## src/rtl/mbisr_remap.sv

```systemverilog
// mbisr_remap: allocates spare word registers to failing addresses
// and steers functional accesses to repaired addresses into them.
module mbisr_remap #(
    parameter int ADDR_W     = 5,
    parameter int DATA_W     = 8,
    parameter int NUM_SPARES = 4,
    parameter int CNT_W      = 3
) (
    input  logic              clk,
    input  logic              rst_n,
    input  logic              clear,
    input  logic              fail_valid,
    input  logic [ADDR_W-1:0] fail_addr,
    output logic              fail_ready,
    input  logic              acc_en,
    input  logic              acc_we,
    input  logic [ADDR_W-1:0] acc_addr,
    input  logic [DATA_W-1:0] acc_wdata,
    output logic [DATA_W-1:0] acc_rdata,
    output logic              mem_en,
    output logic              mem_we,
    output logic [ADDR_W-1:0] mem_addr,
    output logic [DATA_W-1:0] mem_wdata,
    input  logic [DATA_W-1:0] mem_rdata,
    output logic              hit,
    output logic [CNT_W-1:0]  repair_count,
    output logic              repair_fail,
    output logic              busy
);

    typedef enum logic [1:0] {IDLE, LOOKUP, ALLOC} state_t;

    state_t                state;
    state_t                state_nx;
    logic [ADDR_W-1:0]     pend;
    logic [NUM_SPARES-1:0] vld;
    logic [ADDR_W-1:0]     tag  [NUM_SPARES];
    logic [DATA_W-1:0]     data [NUM_SPARES];
    logic [NUM_SPARES-1:0] acc_match;
    logic [NUM_SPARES-1:0] pend_match;
    logic [NUM_SPARES-1:0] alloc_oh;
    logic [DATA_W-1:0]     hit_data;
    logic                  dup;
    logic                  full;
    logic                  rd_req;
    logic                  wr_hit;
    logic                  rd_vld;
    logic                  rd_hit;
    logic [DATA_W-1:0]     rd_spare;
    logic [DATA_W-1:0]     rd_hold;

    always_comb begin
        acc_match  = '0;
        pend_match = '0;
        hit_data   = '0;
        for (int i = 0; i < NUM_SPARES; i++) begin
            acc_match[i]  = vld[i] && (tag[i] == acc_addr);
            pend_match[i] = vld[i] && (tag[i] == pend);
            if (acc_match[i]) hit_data = hit_data | data[i];
        end
    end

    // lowest clear bit of vld, one-hot
    assign alloc_oh = ~vld & (vld + NUM_SPARES'(1));
    assign dup      = |pend_match;
    assign full     = &vld;

    assign hit       = acc_en && (|acc_match);
    assign mem_en    = acc_en && !hit;
    assign mem_we    = acc_en && acc_we && !hit;
    assign mem_addr  = acc_addr;
    assign mem_wdata = acc_wdata;
    assign rd_req    = acc_en && !acc_we;
    assign wr_hit    = hit && acc_we;

    always_ff @(posedge clk or negedge rst_n) begin
        if (!rst_n) state <= IDLE;
        else        state <= state_nx;
    end

    always_comb begin
        state_nx = state;
        unique case (state)
            IDLE:    if (fail_valid) state_nx = LOOKUP;
            LOOKUP:  state_nx = (!dup && !full) ? ALLOC : IDLE;
            ALLOC:   state_nx = IDLE;
            default: state_nx = IDLE;
        endcase
        if (clear) state_nx = IDLE;
    end

    always_comb begin
        fail_ready = (state == IDLE);
        busy       = (state != IDLE);
    end

    always_ff @(posedge clk or negedge rst_n) begin
        if (!rst_n) pend <= '0;
        else if (state == IDLE && fail_valid) pend <= fail_addr;
    end

    always_ff @(posedge clk or negedge rst_n) begin
        if (!rst_n) begin
            vld <= '0;
            for (int i = 0; i < NUM_SPARES; i++) begin
                tag[i]  <= '0;
                data[i] <= '0;
            end
        end else begin
            for (int i = 0; i < NUM_SPARES; i++)
                if (wr_hit && acc_match[i]) data[i] <= acc_wdata;
            if (clear) begin
                vld <= '0;
            end else if (state == ALLOC) begin
                for (int i = 0; i < NUM_SPARES; i++) begin
                    if (alloc_oh[i]) begin
                        vld[i]  <= 1'b1;
                        tag[i]  <= pend;
                        data[i] <= '0;
                    end
                end
            end
        end
    end

    always_ff @(posedge clk or negedge rst_n) begin
        if (!rst_n) begin
            repair_count <= '0;
            repair_fail  <= 1'b0;
        end else if (clear) begin
            repair_count <= '0;
            repair_fail  <= 1'b0;
        end else begin
            if (state == ALLOC && repair_count != CNT_W'(NUM_SPARES))
                repair_count <= repair_count + CNT_W'(1);
            if (state == LOOKUP && !dup && full)
                repair_fail <= 1'b1;
        end
    end

    // read data is muxed one cycle later to line up with the SRAM
    always_ff @(posedge clk or negedge rst_n) begin
        if (!rst_n) begin
            rd_vld   <= 1'b0;
            rd_hit   <= 1'b0;
            rd_spare <= '0;
            rd_hold  <= '0;
        end else begin
            rd_vld <= rd_req;
            if (rd_req) begin
                rd_hit   <= hit;
                rd_spare <= hit_data;
            end
            if (rd_vld) rd_hold <= acc_rdata;
        end
    end

    assign acc_rdata = rd_vld ? (rd_hit ? rd_spare : mem_rdata) : rd_hold;

endmodule

```

## config.mk

```make
export PLATFORM = sky130hd
export DESIGN_NAME = mbisr_remap
export DESIGN_NICKNAME = d
export VERILOG_FILES = /design/src/rtl/mbisr_remap.sv
export SDC_FILE = /design/constraint.sdc
export NUM_CORES = 1
export LEC_CHECK = 0
export CAP_MARGIN = 30
export CORE_MARGIN = 3
export CORE_UTILIZATION = 31
export CTS_BUF_LIST = sky130_fd_sc_hd__clkbuf_4 sky130_fd_sc_hd__clkbuf_8 sky130_fd_sc_hd__clkbuf_16
export CTS_CLUSTER_DIAMETER = 120
export DETAILED_ROUTE_END_ITERATION = 12
export DONT_BUFFER_PORTS = 1
export GPL_TIMING_DRIVEN = 0
export PLACE_DENSITY = 0.51
export SYNTH_ARGS = -nofsm -noshare
export SYNTH_HDL_FRONTEND = slang
export SYNTH_SLANG_ARGS = --single-unit
export TNS_END_PERCENT = 10
```

## constraint.sdc

```tcl
create_clock -name clk -period 2.2 [get_ports clk]
set_input_delay 0.44 -clock clk [delete_from_list [all_inputs] [get_ports clk]]
set_output_delay 0.44 -clock clk [all_outputs]
set_load 0.01 [all_outputs]
```

# After elaboration in Yosys (flattened, before gate mapping)
# Index checks and enable logic that the tools add are counted.
[op_classes]
n_addsub = 2
eq_ne = 12
mux = 30
bitwise = 6
reduce_logical = 47
[ops]
columns = ["operator", "n"]
rows = [
  ["2-to-1 mux 8 bit", 14],
  ["2-to-1 mux 32 bit", 2],
  ["equality test 5 bit", 8],
  ["bitwise OR 8 bit", 3],
  ["logical AND 1 bit", 23],
  ["nonzero test 2 bit", 8],
  ["AND reduction 3 bit", 4],
  ["2-to-1 mux 4 bit", 2],
  ["AND reduction 2 bit", 4],
  ["OR reduction 4 bit", 2],
  ["2-to-1 mux 1 bit", 6],
  ["2-to-1 mux 2 bit", 3],
  ["2-to-1 mux 3 bit", 2],
  ["!= test 3 bit (second input constant)", 2],
  ["adder 4 x 1 -> 4 bit (second input constant)", 1],
  ["bitwise AND 4 bit", 1],
  ["zero test 1 bit", 4],
  ["inverter 4 bit", 1],
  ["case mux 2 bit (2 select lines)", 1],
  ["AND reduction 4 bit", 1],
  ["adder 3 x 1 -> 3 bit (second input constant)", 1],
  ["equality test 2 x 1 -> 1 bit (second input constant)", 1],
  ["equality test 2 bit (second input constant)", 1],
  ["zero test 2 bit", 1],
  ["inverter 1 bit", 1],
]
[totals]
regBits = 85
input_bits = 32
out_inout_bits = 30
wordCells = 117

# Depth between registers and ports, before layout
[logic_depth]
word_depth = 10
mapped_depth = 6
ltp_nobuf = 6

# Worst setup path before layout
# OpenSTA, ideal clock, no wires.
[synth_path]
path_kind = "in2out"
startpoint = "input port acc_addr[1]"
endpoint = "output port mem_we"
t_arrival_ns = 1.483
t_required_ns = 1.760
path_slack_ns = 0.277
path_stages = 6
n_path_buf = 1
cell_sequence = "buf_6 xnor2_1 nand2_1 nor2_2 nor4_2 nor2b_1"
[synth_via]
elab_chain_len = 6
elab_cells_between_ends = 12
cone_classes = "eq/ne: 4; reduce/logical: 8"
[synth_lines]
columns = ["element", "line_no", "source"]
rows = [
  ["from (decl)", "17", "input logic [ADDR_W-1:0] acc_addr,"],
  ["equality test 5 bit", "57", "acc_match[i] = vld[i] && (tag[i] == acc_addr);"],
  ["logical AND 1 bit", "57", ""],
  ["OR reduction 4 bit (*)", "68", "assign hit = acc_en && (|acc_match);"],
  ["logical AND 1 bit (*)", "68", ""],
  ["zero test 1 bit (*)", "70", "assign mem_we = acc_en && acc_we && !hit;"],
  ["logical AND 1 bit (*)", "70", ""],
  ["to (decl)", "21", "output logic mem_we,"],
]
# Every way passes the cells marked *; elsewhere a longest branch is shown, timed or not.

# Final worst setup path
[layout_path]
startpoint = "register tag[2] (netlist name)"
endpoint = "output port mem_we"
[layout_via]
elab_chain_len = 6
[layout_lines]
columns = ["element", "line_no", "source"]
rows = [
  ["from (decl)", "37", "logic [ADDR_W-1:0] tag [NUM_SPARES];"],
  ["from (signal, indexed assignment)", "118", "tag[i] <= pend;"],
  ["equality test 5 bit", "57", ""],
  ["logical AND 1 bit", "57", ""],
  ["OR reduction 4 bit", "68", ""],
  ["logical AND 1 bit", "68", ""],
  ["zero test 1 bit", "70", ""],
  ["logical AND 1 bit", "70", ""],
]
# No other way between the ends.

==> impl_metrics.csv <==
group,metric,value,unit
global_route,grt_pass1_vias,3023,
critical_path,crit_path_end_kind,"output pin",
sta,period_minus_slack,2200,ps
global_route,antenna_found_initial,0,
global_route,grt-ovfl-total,0,
synth,post_synth.cell_area_avg,11.5,µm²
sta,timing.fmax,455,MHz
cts,clk_path_buf_depth,2,
sta,setup_viol,0,
floorplan,num_rows,42,
floorplan,fp.coreArea,0.0136,mm²
global_route,grt_usage,13.6,%
critical_path,critPathArrivalTime,1760,ps
cts,cts.sinks,85,
cells_and_area,nNetsFinal,443,
sta,rsz0062_at_grt,"yes",
synth,synth_nets,417,
synth,synthCells,383,
sta,tns,0,ps
critical_path,worstPathRequired,1760,ps
sta,period_share,99.9,%
floorplan,die-area,0.0156,mm²
run_status,violations,"hold timing",
cells_and_area,antenna_cells,0,
cts,root_buffer,"clkbuf_16",
critical_path,critPathLaunchType,"flip-flop",
cells_and_area,final_cells,590,
placement,placedCellCount,559,
power_and_ir_drop,power.density,743,mW/mm²
power_and_ir_drop,max-vdd-ir-drop,0.300,mV
sta,worst_slack,2.09,ps
sta,finClkSkew,6.82,ps
sta,worstMarginPinSlew,640,ps
placement,pre_cts_slack,-144,ps
floorplan,die_h,125,µm
drt,dr.pass1.iters,6,
floorplan,io_pins,62,
critical_path,path_delay_family,"simple AND/OR/NAND/NOR gates",
drt,drcViolationCount,0,
synth,yosys_warnings,0,
placement,gp_congestion,0.769,
critical_path,path_cells,"xnor2_2, nand4_2, nor2_4, nor4_4, nor2b_4",
cells_and_area,layout-drive-gt1-share,32.9,%
cells_and_area,design_area,0.00509,mm²
sta,hold_viol_final,85,
placement,dp_hpwl,6.96,mm
critical_path,cp_slowest_stage_delay,420,ps
cells_and_area,final_common_cell,"dfrtp_1",
drt,dr.first_iter.drc_count,190,
synth,synth.distinct_cells,32,
cells_and_area,syn2layout_area_growth,16.1,%
cts,htreeDepth,3,
placement,port_buffers,0,
drt,post_drt_wl_per_cell,17.3,µm
cells_and_area,final_util,37.6,%
sta,slew_violations,0,
cts,cts_tree,"built",
floorplan,dieWidth,125,µm
drt,ant_nets,0,
cts,cts_buffers,9,
sta,slew_headroom,57.2,%
placement,placed_area,0.00461,mm²
power_and_ir_drop,p_leak,2.18,nW
drt,via_count,2866,
worst_hold_path,min_path_type,"primary input to async pin",
job,drv_cap,0,
cts,clkSlewWorstSetupHoldPaths,60,ps
synth,ys_ff_latch,85,
synth,syn_area,0.00439,mm²
global_route,grt_pass1_wl,16.6,mm
critical_path,worstPathMaxFanout,4,
sta,whs,-204,ps
floorplan,initial_core_util,32.3,%
global_route,grt_max_degree,86,
power_and_ir_drop,power.total,3.79,mW
critical_path,slowest_stage,"nor4_4",
critical_path,critical_path_class,"flip-flop to output pin",
drt,drt-vias-per-instance,4.86,
cts,insertion_delay,340,ps
drt,drt-total-wl,10.2,mm
cells_and_area,final_cell_mix,"85 x dfrtp_1, 41 x mux2i_1, 34 x a21oi_1, 32 x nor2_2, 29 x buf_4",
critical_path,cp_num_buf_inv,0,
run_status,status,"finished with violations",
synth,ys_seq_area_share,48.5,%
## kinds of logic after synthesis
kind of cell | count (synthesis) | share of synthesized area [%]
DFF | 85 | 48.5
adders and majority gates | 2 | 0.571
AOI/OAI and AO/OA | 48 | 6.53
xor gates and xnor gates | 42 | 8.39
and+or+nand+nor | 98 | 13.9
muxes | 66 | 15.8
buffers and inverters | 42 | 6.31
## sequential cells by signal (all words and copies together) (netlist names)
register	cells
data	32
pend	5
rd_hit	1
rd_hold	8
rd_spare	8
rd_vld	1
repair_count	3
repair_fail	1
state	2
tag	20
vld	4
## path summary, 6_finish.rpt
path	from	to	slack (ps)	cells past startpoint
worst max-delay path	tag[2]	mem_we	2	5
worst min-delay path	rst_n	pend[1]	-200	0
max in group asynchronous	rst_n	rd_vld	2250	0
worst min register to register	rd_hold[0]	rd_hold[0]	510	2
worst max register to register	state[0]	tag[3]	200	6
min in group clk	fail_addr[2]	pend[2]	250	1
## final cells by class
| class | count | area [µm²] |
|---|---|---|
| clock inverters | 4 | 53.8 |
| flip-flops and latches | 85 | 2130 |
| plain buffers | 33 | 244 |
| clock buffers | 12 | 267 |
| fillers | 1343 | 8460 |
| well taps | 176 | 220 |
| repair buffers | 15 | 113 |
| multi-input cells | 256 | 2040 |
| inverters | 9 | 33.8 |
## synthesized netlist by cell type, drive strengths merged
cell type	instances	area, µm²
a21o	1	7.51
a21oi	34	170
a222oi	8	80.1
and2	2	12.5
and3	1	6.26
buf	27	220
clkbuf	6	22.5
clkinv	1	3.75
dfrtp	85	2130
ha	2	25.0
inv	8	30.0
mux2	25	282
mux2i	41	410
nand2	8	30.0
nand2b	2	12.5
nand3	3	15.0
nand4	8	75.1
nor2	59	312
nor2b	2	12.5
nor3	8	96.3
nor3b	1	7.51
nor4	4	31.3
o21ai	4	20.0
o32ai	1	8.76
xnor2	28	245
xor2	14	123
## repair_timing
action,4_1_cts,5_1_grt
setup buffers,11,4
resized for setup,10,4
gates cloned,0,0
hold endpoints to repair,85,85
endpoints found under the setup margin,3,11
pin swaps,8,4
## layer usage
metal  global-route usage (%)  vias to the layer above  routed length [µm]
met5                        0                        -                   0
met4                     5.10                        0                 151
met3                     3.50                       10                 478
met2                     20.7                       69                4760
met1                     18.9                     1427                4790
li1                         -                     1360                   -
## power breakdown
part	leakage [nW]	switching (mW)	internal (mW)
Clock	0.151	0.639	0.977
Combinational	0.902	0.240	0.208
Sequential	1.13	0.0658	1.66
(Power assumes the default switching activity.)
